File: src/rtl/bht_if.sv
// Fetch/ROB-facing signal bundle of the branch-history-table access controller.
// master = fetcher + ROB side, slave = bht_access_ctrl.
interface bht_if;
   // Handshakes: a lookup is taken in any cycle where lookup_req && lookup_ready, and its
   // result shows up on lookup_valid/lookup_taken one cycle later. An update is accepted in
   // any cycle where upd_valid && !upd_full; one offered while upd_full is high is dropped.
   logic        lookup_req;
   logic [31:0] lookup_pc;
   logic        lookup_ready;
   logic        lookup_valid;
   logic        lookup_taken;
   logic        upd_valid;
   logic [31:0] upd_pc;
   logic        upd_taken;
   logic        upd_full;

   modport master (
      output lookup_req, lookup_pc, upd_valid, upd_pc, upd_taken,
      input  lookup_ready, lookup_valid, lookup_taken, upd_full
   );

   modport slave (
      input  lookup_req, lookup_pc, upd_valid, upd_pc, upd_taken,
      output lookup_ready, lookup_valid, lookup_taken, upd_full
   );
endinterface

File: src/rtl/bht_access_ctrl.sv
// Single-port 2-bit-counter BHT controller: INIT sweep, ROB update FIFO, lookup/update
// arbitration with starvation guard. Define BHT_STAT_EN to add the statistics counters.
module bht_access_ctrl #(
   parameter int BHT_IDX_W      = 6,
   parameter int UPD_FIFO_DEPTH = 4,
   parameter int STARVE_LIMIT   = 3
) (
   input  logic        clk,
   input  logic        rst,
   input  logic        rdy,
   input  logic        clear_req,
   bht_if.slave        bus,
   output logic        state_dbg_o
`ifdef BHT_STAT_EN
   ,
   output logic [31:0] stat_lookups,
   output logic [31:0] stat_updates,
   output logic [31:0] stat_mispredict
`endif
);
   localparam int N_ENT = 1 << BHT_IDX_W;
   localparam int PW    = $clog2(UPD_FIFO_DEPTH);
   localparam int CW    = PW + 1;
   localparam int SW    = $clog2(STARVE_LIMIT + 1);

   typedef enum logic {ST_INIT = 1'b0, ST_RUN = 1'b1} state_e;

   state_e               state_q;
   logic [BHT_IDX_W-1:0] sweep_q;
   logic [PW-1:0]        wr_ptr_q, rd_ptr_q;
   logic [CW-1:0]        cnt_q;
   logic [SW-1:0]        starve_q;
   logic                 lookup_valid_q, lookup_taken_q;

   logic [1:0]           tbl [N_ENT];
   logic [BHT_IDX_W-1:0] fifo_idx [UPD_FIFO_DEPTH];
   logic                 fifo_tkn [UPD_FIFO_DEPTH];

   logic                 in_run, fifo_empty, fifo_full, act;
   logic                 upd_grant, lk_grant, upd_full, enq;
   logic [BHT_IDX_W-1:0] lk_idx, up_idx, head_idx;
   logic                 head_tkn;
   logic [1:0]           head_ctr, new_ctr;
   logic                 tbl_we;
   logic [BHT_IDX_W-1:0] tbl_widx;
   logic [1:0]           tbl_wdata;
   logic                 unused_pc_bits;

   assign in_run     = (state_q == ST_RUN);
   assign fifo_empty = (cnt_q == '0);
   assign fifo_full  = (cnt_q == CW'(UPD_FIFO_DEPTH));
   // A clear cycle grants nothing; the table is rebuilt starting next cycle.
   assign act        = rdy && in_run && !clear_req;
   assign upd_grant  = act && !fifo_empty &&
                       (!bus.lookup_req || fifo_full || (starve_q == SW'(STARVE_LIMIT)));
   assign lk_grant   = act && bus.lookup_req && !upd_grant;
   assign upd_full   = !in_run || fifo_full;
   assign enq        = rdy && !clear_req && bus.upd_valid && !upd_full;

   assign lk_idx   = bus.lookup_pc[BHT_IDX_W+1:2];
   assign up_idx   = bus.upd_pc[BHT_IDX_W+1:2];
   assign head_idx = fifo_idx[rd_ptr_q];
   assign head_tkn = fifo_tkn[rd_ptr_q];
   assign head_ctr = tbl[head_idx];

   assign unused_pc_bits = ^{bus.lookup_pc[31:BHT_IDX_W+2], bus.lookup_pc[1:0],
                             bus.upd_pc[31:BHT_IDX_W+2], bus.upd_pc[1:0]};

   always_comb begin
      new_ctr = head_ctr;
      if (head_tkn) begin
         if (head_ctr != 2'b11) new_ctr = head_ctr + 2'b01;
      end else begin
         if (head_ctr != 2'b00) new_ctr = head_ctr - 2'b01;
      end
   end

   // The single table write port is shared by the INIT sweep and the update RMW.
   always_comb begin
      tbl_we    = 1'b0;
      tbl_widx  = head_idx;
      tbl_wdata = new_ctr;
      if (rdy && !clear_req && !in_run) begin
         tbl_we    = 1'b1;
         tbl_widx  = sweep_q;
         tbl_wdata = 2'b01;
      end else if (upd_grant) begin
         tbl_we = 1'b1;
      end
   end

   always_ff @(posedge clk) begin
      if (tbl_we) tbl[tbl_widx] <= tbl_wdata;
   end

   always_ff @(posedge clk) begin
      if (enq) begin
         fifo_idx[wr_ptr_q] <= up_idx;
         fifo_tkn[wr_ptr_q] <= bus.upd_taken;
      end
   end

   always_ff @(posedge clk or negedge rst) begin
      if (!rst) begin
         state_q        <= ST_INIT;
         sweep_q        <= '0;
         wr_ptr_q       <= '0;
         rd_ptr_q       <= '0;
         cnt_q          <= '0;
         starve_q       <= '0;
         lookup_valid_q <= 1'b0;
         lookup_taken_q <= 1'b0;
      end else if (rdy) begin
         if (clear_req) begin
            state_q        <= ST_INIT;
            sweep_q        <= '0;
            wr_ptr_q       <= '0;
            rd_ptr_q       <= '0;
            cnt_q          <= '0;
            starve_q       <= '0;
            lookup_valid_q <= 1'b0;
         end else begin
            if (!in_run) begin
               sweep_q <= sweep_q + 1'b1;
               if (sweep_q == '1) state_q <= ST_RUN;
            end
            lookup_valid_q <= lk_grant;
            if (lk_grant) lookup_taken_q <= tbl[lk_idx][1];
            if (enq) wr_ptr_q <= wr_ptr_q + 1'b1;
            if (upd_grant) rd_ptr_q <= rd_ptr_q + 1'b1;
            cnt_q    <= cnt_q + CW'(enq) - CW'(upd_grant);
            starve_q <= (upd_grant || fifo_empty) ? '0 : starve_q + 1'b1;
         end
      end
   end

`ifdef BHT_STAT_EN
   always_ff @(posedge clk or negedge rst) begin
      if (!rst) begin
         stat_lookups    <= '0;
         stat_updates    <= '0;
         stat_mispredict <= '0;
      end else if (rdy) begin
         if (clear_req) begin
            stat_lookups    <= '0;
            stat_updates    <= '0;
            stat_mispredict <= '0;
         end else begin
            stat_lookups    <= stat_lookups + 32'(lk_grant);
            stat_updates    <= stat_updates + 32'(upd_grant);
            stat_mispredict <= stat_mispredict + 32'(upd_grant && (head_ctr[1] != head_tkn));
         end
      end
   end
`endif

   assign bus.lookup_ready = lk_grant;
   assign bus.lookup_valid = lookup_valid_q;
   assign bus.lookup_taken = lookup_taken_q;
   assign bus.upd_full     = upd_full;
   assign state_dbg_o      = state_q;
endmodule

File: src/flat_wrapper.sv
// flat-port wrapper written by rule: the top's interface ports become plain ports
module bht_access_ctrl_flat 
#(
   parameter int BHT_IDX_W      = 6,
   parameter int UPD_FIFO_DEPTH = 4,
   parameter int STARVE_LIMIT   = 3
)
  (clk, rst, rdy, clear_req, state_dbg_o, bus_lookup_req, bus_lookup_pc, bus_upd_valid, bus_upd_pc, bus_upd_taken, bus_lookup_ready, bus_lookup_valid, bus_lookup_taken, bus_upd_full);
  bht_if bus_i ();
  input  logic clk;
  input  logic rst;
  input  logic rdy;
  input  logic clear_req;
  output logic state_dbg_o;
  input wire logic [$bits(bus_i.lookup_req)-1:0] bus_lookup_req;
  input wire logic [$bits(bus_i.lookup_pc)-1:0] bus_lookup_pc;
  input wire logic [$bits(bus_i.upd_valid)-1:0] bus_upd_valid;
  input wire logic [$bits(bus_i.upd_pc)-1:0] bus_upd_pc;
  input wire logic [$bits(bus_i.upd_taken)-1:0] bus_upd_taken;
  output wire logic [$bits(bus_i.lookup_ready)-1:0] bus_lookup_ready;
  output wire logic [$bits(bus_i.lookup_valid)-1:0] bus_lookup_valid;
  output wire logic [$bits(bus_i.lookup_taken)-1:0] bus_lookup_taken;
  output wire logic [$bits(bus_i.upd_full)-1:0] bus_upd_full;
  assign bus_i.lookup_req = bus_lookup_req;
  assign bus_i.lookup_pc = bus_lookup_pc;
  assign bus_i.upd_valid = bus_upd_valid;
  assign bus_i.upd_pc = bus_upd_pc;
  assign bus_i.upd_taken = bus_upd_taken;
  assign bus_lookup_ready = bus_i.lookup_ready;
  assign bus_lookup_valid = bus_i.lookup_valid;
  assign bus_lookup_taken = bus_i.lookup_taken;
  assign bus_upd_full = bus_i.upd_full;
  bht_access_ctrl #(.BHT_IDX_W(BHT_IDX_W), .UPD_FIFO_DEPTH(UPD_FIFO_DEPTH), .STARVE_LIMIT(STARVE_LIMIT)) u_core (.clk(clk), .rst(rst), .rdy(rdy), .clear_req(clear_req), .bus(bus_i), .state_dbg_o(state_dbg_o));
endmodule
File: config.mk
export PLATFORM = sky130hd
export DESIGN_NAME = bht_access_ctrl_flat
export DESIGN_NICKNAME = d
export VERILOG_FILES = /design/src/rtl/bht_if.sv /design/src/rtl/bht_access_ctrl.sv /design/src/flat_wrapper.sv
export SDC_FILE = /design/constraint.sdc
export NUM_CORES = 1
export LEC_CHECK = 0
export CELL_PAD_IN_SITES_DETAIL_PLACEMENT = 1
export CELL_PAD_IN_SITES_GLOBAL_PLACEMENT = 2
export CORE_MARGIN = 5
export CORE_UTILIZATION = 43
export DETAILED_ROUTE_END_ITERATION = 7
export MAX_ROUTING_LAYER = met4
export PLACE_DENSITY = 0.79
export SLEW_MARGIN = 40
export SYNTH_ARGS = -nofsm -noshare
export SYNTH_HDL_FRONTEND = slang
export SYNTH_SLANG_ARGS = --single-unit
File: constraint.sdc
create_clock -name clk -period 7.51 [get_ports clk]
set_input_delay 0.751 -clock clk [delete_from_list [all_inputs] [get_ports clk]]
set_output_delay 0.751 -clock clk [all_outputs]
set_load 0.05 [all_outputs]
# ---- Word-level counts from Yosys, hierarchy flattened
# Memories as Yosys holds them, arrays and structs flattened. A register that Yosys moved wholly into a read port is not among the register bits.
# Cells that the tools add are included.
dict set report classes {
  bitwise 1
  n_addsub 8
  mux 24
  reduce_logical 29
  n_eq_ne 5
}
# cell n
set op_table {}
lappend op_table {{2-bit 2-to-1 mux} 10}
lappend op_table {{6-bit 2-to-1 mux} 3}
lappend op_table {{1-bit logical AND} 10}
lappend op_table {{1-bit 2-to-1 mux} 10}
lappend op_table {{2-bit by 1-bit adder with 2-bit output, second input constant} 4}
lappend op_table {{1-bit zero test} 7}
lappend op_table {{6-bit by 1-bit adder with 6-bit output, second input constant} 1}
lappend op_table {{6-bit == test, second input constant} 1}
lappend op_table {{2-bit AND reduction} 3}
lappend op_table {{2-bit nonzero test} 3}
lappend op_table {{1-bit logical OR} 4}
lappend op_table {{2-bit inequality test, second input constant} 2}
lappend op_table {{3-bit by 1-bit adder with 3-bit output} 1}
lappend op_table {{3-bit == test, second input constant} 1}
lappend op_table {{3-bit zero test} 1}
lappend op_table {{3-bit 2-to-1 mux} 1}
lappend op_table {{3-bit AND reduction} 1}
lappend op_table {{3-bit by 1-bit subtractor with 3-bit output} 1}
lappend op_table {{2-bit == test, second input constant} 1}
lappend op_table {{2-bit by 1-bit subtractor with 2-bit output, second input constant} 1}
lappend op_table {{1-bit inverter} 1}
dict set report totals {
  mem_count 3
  mem_bits_rw 156
  reg_bits 17
  input_bits 71
  output_inout_bits 5
  elab_cells 77
}
# memory depth width read_ports rd_clocked_by_memory_dff wr line
set memory_table {}
lappend memory_table {u_core.tbl 64 2 2 1 1 bht_access_ctrl.sv:35} ;# logic [1:0] tbl [N_ENT];
lappend memory_table {u_core.fifo_idx 4 6 1 0 1 bht_access_ctrl.sv:36} ;# logic [BHT_IDX_W-1:0] fifo_idx [UPD_FIFO_DEPTH];
lappend memory_table {u_core.fifo_tkn 4 1 1 0 1 bht_access_ctrl.sv:37} ;# logic fifo_tkn [UPD_FIFO_DEPTH];

# ---- Logic depth before layout (Yosys ltp)
dict set report logic_depth {
  depth_word 8
  depth_mapped 12
  ltp_nobuf 12
}

# ---- Worst setup path after synthesis
# No wires, ideal clock.
dict set report synth_timing {
  kind {flip-flop to flip-flop}
  start {register u_core.rd_ptr_q[0]}
  end {memory u_core.tbl[0][0], data pin}
  t_arrival_ns 4.211
  required_time_ns 6.945
  path_stages_with_launch 13
  path_slack_ns 2.734
  period_less_slack_ns 4.776
  cell_sequence {dfrtp_1 > buf_6 > mux4_2 > buf_6 > buf_2 > buf_2 > mux2i_1 > a22oi_1 > o211ai_1 > o21ai_0 > o32a_1 > nand3_1 > a22oi_1}
}
dict set report synth_via {
  elab_chain_len 6
  word_cells_on_any_way 11
  classes_between {add/sub: 2; eq/ne: 1; mux: 4; reduce/logical: 1; memory: 3}
}
# item line
set synth_rtl {}
lappend synth_rtl {{from (decl)} bht_access_ctrl.sv:30} ;# logic [PW-1:0] wr_ptr_q, rd_ptr_q;
lappend synth_rtl {{from (signal assigned)} bht_access_ctrl.sv:130} ;# if (upd_grant) rd_ptr_q <= rd_ptr_q + 1'b1;
lappend synth_rtl {{memory 4 x 6 bit} n/a}
lappend synth_rtl {{memory 64 x 2 bit} n/a}
lappend synth_rtl {{2-bit by 1-bit subtractor with 2-bit output, or another cell as far along} bht_access_ctrl.sv:74} ;# if (head_ctr != 2'b00) new_ctr = head_ctr - 2'b01;
lappend synth_rtl {{2-bit 2-to-1 mux, on equally long branches} {bht_access_ctrl.sv:74, bht_access_ctrl.sv:72}}
lappend synth_rtl {{2-bit 2-to-1 mux (*)} bht_access_ctrl.sv:71} ;# if (head_tkn) begin
lappend synth_rtl {{2-bit 2-to-1 mux (*)} bht_access_ctrl.sv:83} ;# if (rdy && !clear_req && !in_run) begin
lappend synth_rtl {{named net u_core.tbl_wdata[0]} bht_access_ctrl.sv:46} ;# logic [1:0] tbl_wdata;
lappend synth_rtl {{to (decl)} bht_access_ctrl.sv:35}
# The timed path passes the listed nets; every way through them passes the cells marked *.

# ---- Worst setup path after layout
dict set report layout_timing {
  start {register u_core.rd_ptr_q[0]}
  end {memory u_core.tbl[18][1], data pin}
}
# Same word-level chain as after synthesis.

==> flow_metrics.tcl <==
set metrics [dict create \
    status "complete, no violations" \
    syn_to_final_growth_pct 12.86 \
    cts_tree "done" \
    yosys_warnings 0 \
    grt.overflow.total 0 \
    numCtsBuffers 17 \
    syn-num-nets 665 \
    worstMarginPinSlew_ps 783.3 \
    synth_edf_count 156 \
    globalplace.congestion 0.8126 \
    htreeDepth 4 \
    place.port_buffers 23 \
    min_period_over_period_pct 61.14 \
    dieHeight_um 148.3 \
    start_util_pct 43.81 \
    async_flop_share_pct 10.34 \
    grt_max_degree 39 \
    grt_first_pass_wirelength_um 31800 \
    p_per_area_mw_per_mm2 272.4 \
    holdWs_ps 241.7 \
    synth_area_mm2 0.008223 \
    synth.distinct_cells 51 \
    wl_um 20490 \
    max_slew_margin_pct 46.29 \
    final_common_cell "edfxtp_1" \
    postSynthCellCount 585 \
    grt_pass1_vias 5414 \
    die_area_mm2 0.02199 \
    cp_data_required_time_ps 7740 \
    cts.sink_count 174 \
    ios 76 \
    critical_path_class "flop to flop" \
    arrival_ps 4820 \
    antenna_found_initial 0 \
    dpl.hpwl_um 13770 \
    drive_gt1_share_pct 15.22 \
    wl_per_cell_um 23.88 \
    grt_use_total_pct 20.21 \
    finalSetupViolations 0 \
    hp-class "input pin to async pin" \
    die_w_um 148.3 \
    antenna_cells 0 \
    fin_skew_ps 13.69 \
    fin_setup_tns_ps 0 \
    ant_nets 0 \
    via_count 5014 \
    worstPathMaxFanout 38 \
    drt-pass1-iter-count 7 \
    p_leak_nw 3.159 \
    clock_latency_ps 440 \
    rsz0062_at_grt "no" \
    yosysTopAreaCellShare_pct 56.97 \
    final_cell_mix "edfxtp_1, nor2_1, mux2i_1, inv_1" \
    drv_slew 0 \
    clock_path_buffers 2 \
    synth-seq-area-share_pct 62.45 \
    final_nets 691 \
    cap_violations 0 \
    cts_root_buffer "clkbuf_16" \
    timing.fmax_ghz 0.2178 \
    core-area_mm2 0.01877 \
    synth_area_leaders "edfxtp_1, mux4_2, mux2i_1" \
    routed_via_density 5.844 \
    cts_resized 0 \
    synth_ff_type "edfxtp_1" \
    clk_pin_slew_ps 70 \
    ys_ff_latch 174 \
    post_cts.repair.setup_buffers 0 \
    cp-end-kind "flop" \
    drt_iter0_drc 298 \
    synth_top_cell_by_area "edfxtp_1" \
    worst_ir_drop_vdd_v 0.0001738 \
    holdBufCountCts 0 \
    start_kind "flop" \
    drc 0 \
    hold_viol 0 \
    syn_area_per_cell_um2 14.06 \
    layout_min_cycle_time_ps 4591 \
    row_count 50 \
]
==> worst paths after layout <==
| path | startpoint | to | slack, ps | cells after the start |
|---|---|---|---|---|
| hold / removal | rst | u_core.state_dbg_o | 240 | 1 |
| setup / recovery | u_core.rd_ptr_q[0] | u_core.tbl[18][1] | 2920 | 10 |
| hold reg to reg | u_core.starve_q[0] | u_core.starve_q[0] | 480 | 1 |
| max in group asynchronous | rst | u_core.bus.lookup_taken | 6960 | 1 |
| min in group clk | u_core.starve_q[0] | u_core.starve_q[0] | 480 | 1 |
| setup reg to reg | u_core.rd_ptr_q[0] | u_core.tbl[18][1] | 2920 | 10 |
==> power by group <==
part           internal (mW)  switching [mW]  total, mW
logic                  0.163           0.320      0.483
clock network          0.441           0.409      0.850
registers               1.17          0.0222       1.20
total                   1.78           0.751       2.53
==> state kept, by name, summed over array words and instances (netlist names), 2 cells and up <==
| signal | flops |
|---|---|
| u_core.tbl | 128 |
| u_core.fifo_idx | 24 |
| u_core.sweep_q | 6 |
| u_core.fifo_tkn | 4 |
| u_core.cnt_q | 3 |
| u_core.rd_ptr_q | 2 |
| u_core.starve_q | 2 |
| u_core.wr_ptr_q | 2 |
==> per-layer routing <==
metal	share of wire, %	vias to the layer above	GRT usage (%)
met2	50	123	33.50
met1	43	2571	25.71
li1	-	2291	-
met4	1.6	0	5.589
met3	4.5	29	3.809
met5	0	-	-
==> final cells by class <==
class / instances / area (µm²)
Clock buffer: 17 / 425.4
Clock inverter: 15 / 141.4
Fill cell: 1868 / 9488
Inverter: 28 / 105.1
Multi-Input combinational cell: 357 / 2874
Sequential cell: 174 / 5135
Tap cell: 234 / 292.8
Timing Repair Buffer: 33 / 306.5
==> cell families (layout without fill, tap and decap cells) <==
family	Yosys count	in the layout	synth area share (%)
compound gates	84	84	6.939
xor+xnor	2	2	0.2131
fa+ha+maj	9	9	1.461
buf+inv	54	93	2.921
flops	174	174	62.45
mux	97	97	16.81
simple gates	165	165	9.206
==> worst max-delay path, stage by stage (launching register included) <==
cell and delay (ps):
dfrtp_1 680, mux4_4 1000, buf_12 310, mux2i_1 150, mux2_2 280, o22ai_1 270
or4_1 170, a21oi_1 80, or3_1 450, o22ai_4 500, buf_4 420
==> cells in the mapped netlist (2+ instances only) <==
master     count
edfxtp_1     156
a221oi_1       3
ha_1           8
nor2b_1       13
mux4_1         2
inv_1         28
mux2i_1       53
nor3_1         4
nor2_1        78
and2_1         6
o22ai_1       16
or3_1          2
nand2_1       27
nand3_1       12
xnor2_1        2
buf_2          9
a2111oi_0      4
nor3b_1        4
dfrtp_1       18
a211o_1        2
o21ai_0       12
o211ai_1       6
buf_6          2
nand4_1        3
a22oi_1        8
clkbuf_1      13
mux2_2        13
a21oi_1       13
nand2b_1       9
a21boi_0       3
or2_2          3
a211oi_1       6
mux4_2        29
==> through the flow <==
| step | util (%) | setup slack [ps] | power [mW] | cells | instance area, µm² |
|---|---|---|---|---|---|
| final | 49.45 | 2919 | 2.528 | 858 | 9280 |
| after global routing | 49.45 | 2743 | 2.637 | 858 | 9280 |
| after CTS | 49.39 | 2664 | 2.542 | 857 | 9269 |
| after detailed placement | 46.37 | 2522 | 1.694 | 825 | 8702 |
| after global placement | 46.23 | 2484 | 1.666 | 822 | 8677 |
| after floorplan | - | 2734 | 1.526 | 585 | 8223 |
Note: power is estimated with default switching activity, not from simulation.
==> RTL edit (same settings) <==
`UPD_FIFO_DEPTH` is set to 4 in 2 places; all go to 2.
--- a/src/rtl/bht_access_ctrl.sv
+++ b/src/rtl/bht_access_ctrl.sv
@@ -3,5 +3,5 @@
 module bht_access_ctrl #(
    parameter int BHT_IDX_W      = 6,
-   parameter int UPD_FIFO_DEPTH = 4,
+   parameter int UPD_FIFO_DEPTH = 2,
    parameter int STARVE_LIMIT   = 3
 ) (
--- a/src/flat_wrapper.sv
+++ b/src/flat_wrapper.sv
@@ -3,5 +3,5 @@
 #(
    parameter int BHT_IDX_W      = 6,
-   parameter int UPD_FIFO_DEPTH = 4,
+   parameter int UPD_FIFO_DEPTH = 2,
    parameter int STARVE_LIMIT   = 3
 )
Behaviour: same outputs for any inputs over 10 cycles, from zero or initial values and one cycle with rst low; that may be too few to reach the edited logic, so the function may still have changed.
==> RTL edit against the original RTL <==
  * Clock skew grew 0.0027 ns
  * Sequential cell count shrank 17
  * Cell count shrank 15%
  * Final area shrank 10%
  * Routed wire length shrank 8.7%
  * Sequential share of layout area grew 0.39 points
  * Setup slack lost 0.12 ns
  * Die area shrank 11%
  * Area after synthesis shrank 12%
  * Non-clock buffer count shrank 4
  * Largest cell class unchanged
Power is not compared: it rests on default switching activity, and its combinational part moved more than twofold at a synthesized area within 25%.
==> RTL edit: results <==
[status]
status = finished clean

[timing]
finClkSkew_ns = 0.01638
max_slew_margin = 0.5062
whs_ns = 0.2225

[yosys]
synth_top_cells_by_area = edfxtp_1 59%, mux4_2 14%, dfrtp_1 5.2%
async_reset_ff_frac = 0.09554
synth_common_cells = 142 x edfxtp_1, 76 x nor2_1, 46 x mux4_2
ys_seq_area_frac = 0.6390
synth_nets = 545
syn_avg_cell_area_um2 = 15.45
ys_types = 49
synth_edf_count = 142

[final_layout]
final-seq-area_mm2 = 0.004639
clockBufferCount = 18
fill_cells = 1600
reg.largest.list = u_core.tbl: 128 flops, u_core.fifo_idx: 12 flops, u_core.sweep_q: 6 flops
layout-drive-gt1-share = 0.1891
clk_share = 0.06852
multi_input_area_share = 0.3035
multi_input_comb_cells = 283
n_all_buffers = 29
nonClkBufAreaFrac = 0.03186
inv_count = 13
fin_nets = 576
seq_share = 0.5572

[worst_setup_path]
cp_max_fo = 64
cp.arrival_ns = 4.87
crit_start = u_core.rd_ptr_q
rr_startpoint = u_core.rd_ptr_q
reg2reg_slack_ns = 2.79
endpoint = u_core.tbl[16][0]

[placed_design]
dp_slack_ns = 2.758
postPlaceCellArea_mm2 = 0.007757
place_congestion = 0.8000
dp.cells = 702

[routing]
drt_iter0_markers = 406
wirelength_um = 18720
wl_met3_um = 823
m1WireLength_um = 8128
wl_per_cell_um = 25.53
wl_met2_um = 9397
firstDrtPassIters = 4
vias = 4310

[clock_network]
clkTransAtPathRegs_ns = 0.06
cts_sinks = 157
clockBufferDepth = 2

[floorplan]
taps = 220

[global_route]
grt_pass1_wl_um = 28790
grtUsageTotal = 0.2053
grt_use_met1 = 0.2651
grt_util_met3 = 0.04942
met2_usage = 0.3292
grt_pass1_vias = 4690
grt_max_degree = 65

[power_and_ir_drop]
power_mw = 1.904
[RTL edit: cell count changes after synthesis, sizes merged, moves of 10 or more]
cell    delta
mux2i     -25
edfxtp    -14
inv       -16
o22ai     -10
mux4      +17
nor2b     -11
[RTL edit: logic make-up after synthesis]
family,share of synthesized area
AO/OA/AOI/OAI,0.05308
AND/OR/NAND/NOR,0.07875
buffers and inverters,0.02033
flip-flops,0.6390
multiplexers,0.1996
XOR/XNOR,0.002413
adder cells (fa/ha/maj),0.006893
[RTL edit: critical path, stage by stage (launching register included)]
cell and delay, ns:
dfrtp_1 0.82, mux2i_4 0.67, buf_4 0.49, mux4_2 0.58
mux2i_1 0.21, mux2i_1 0.19, mux2_2 0.35, o21ai_1 0.26
a311oi_1 0.14, a21oi_4 0.14, buf_4 0.53
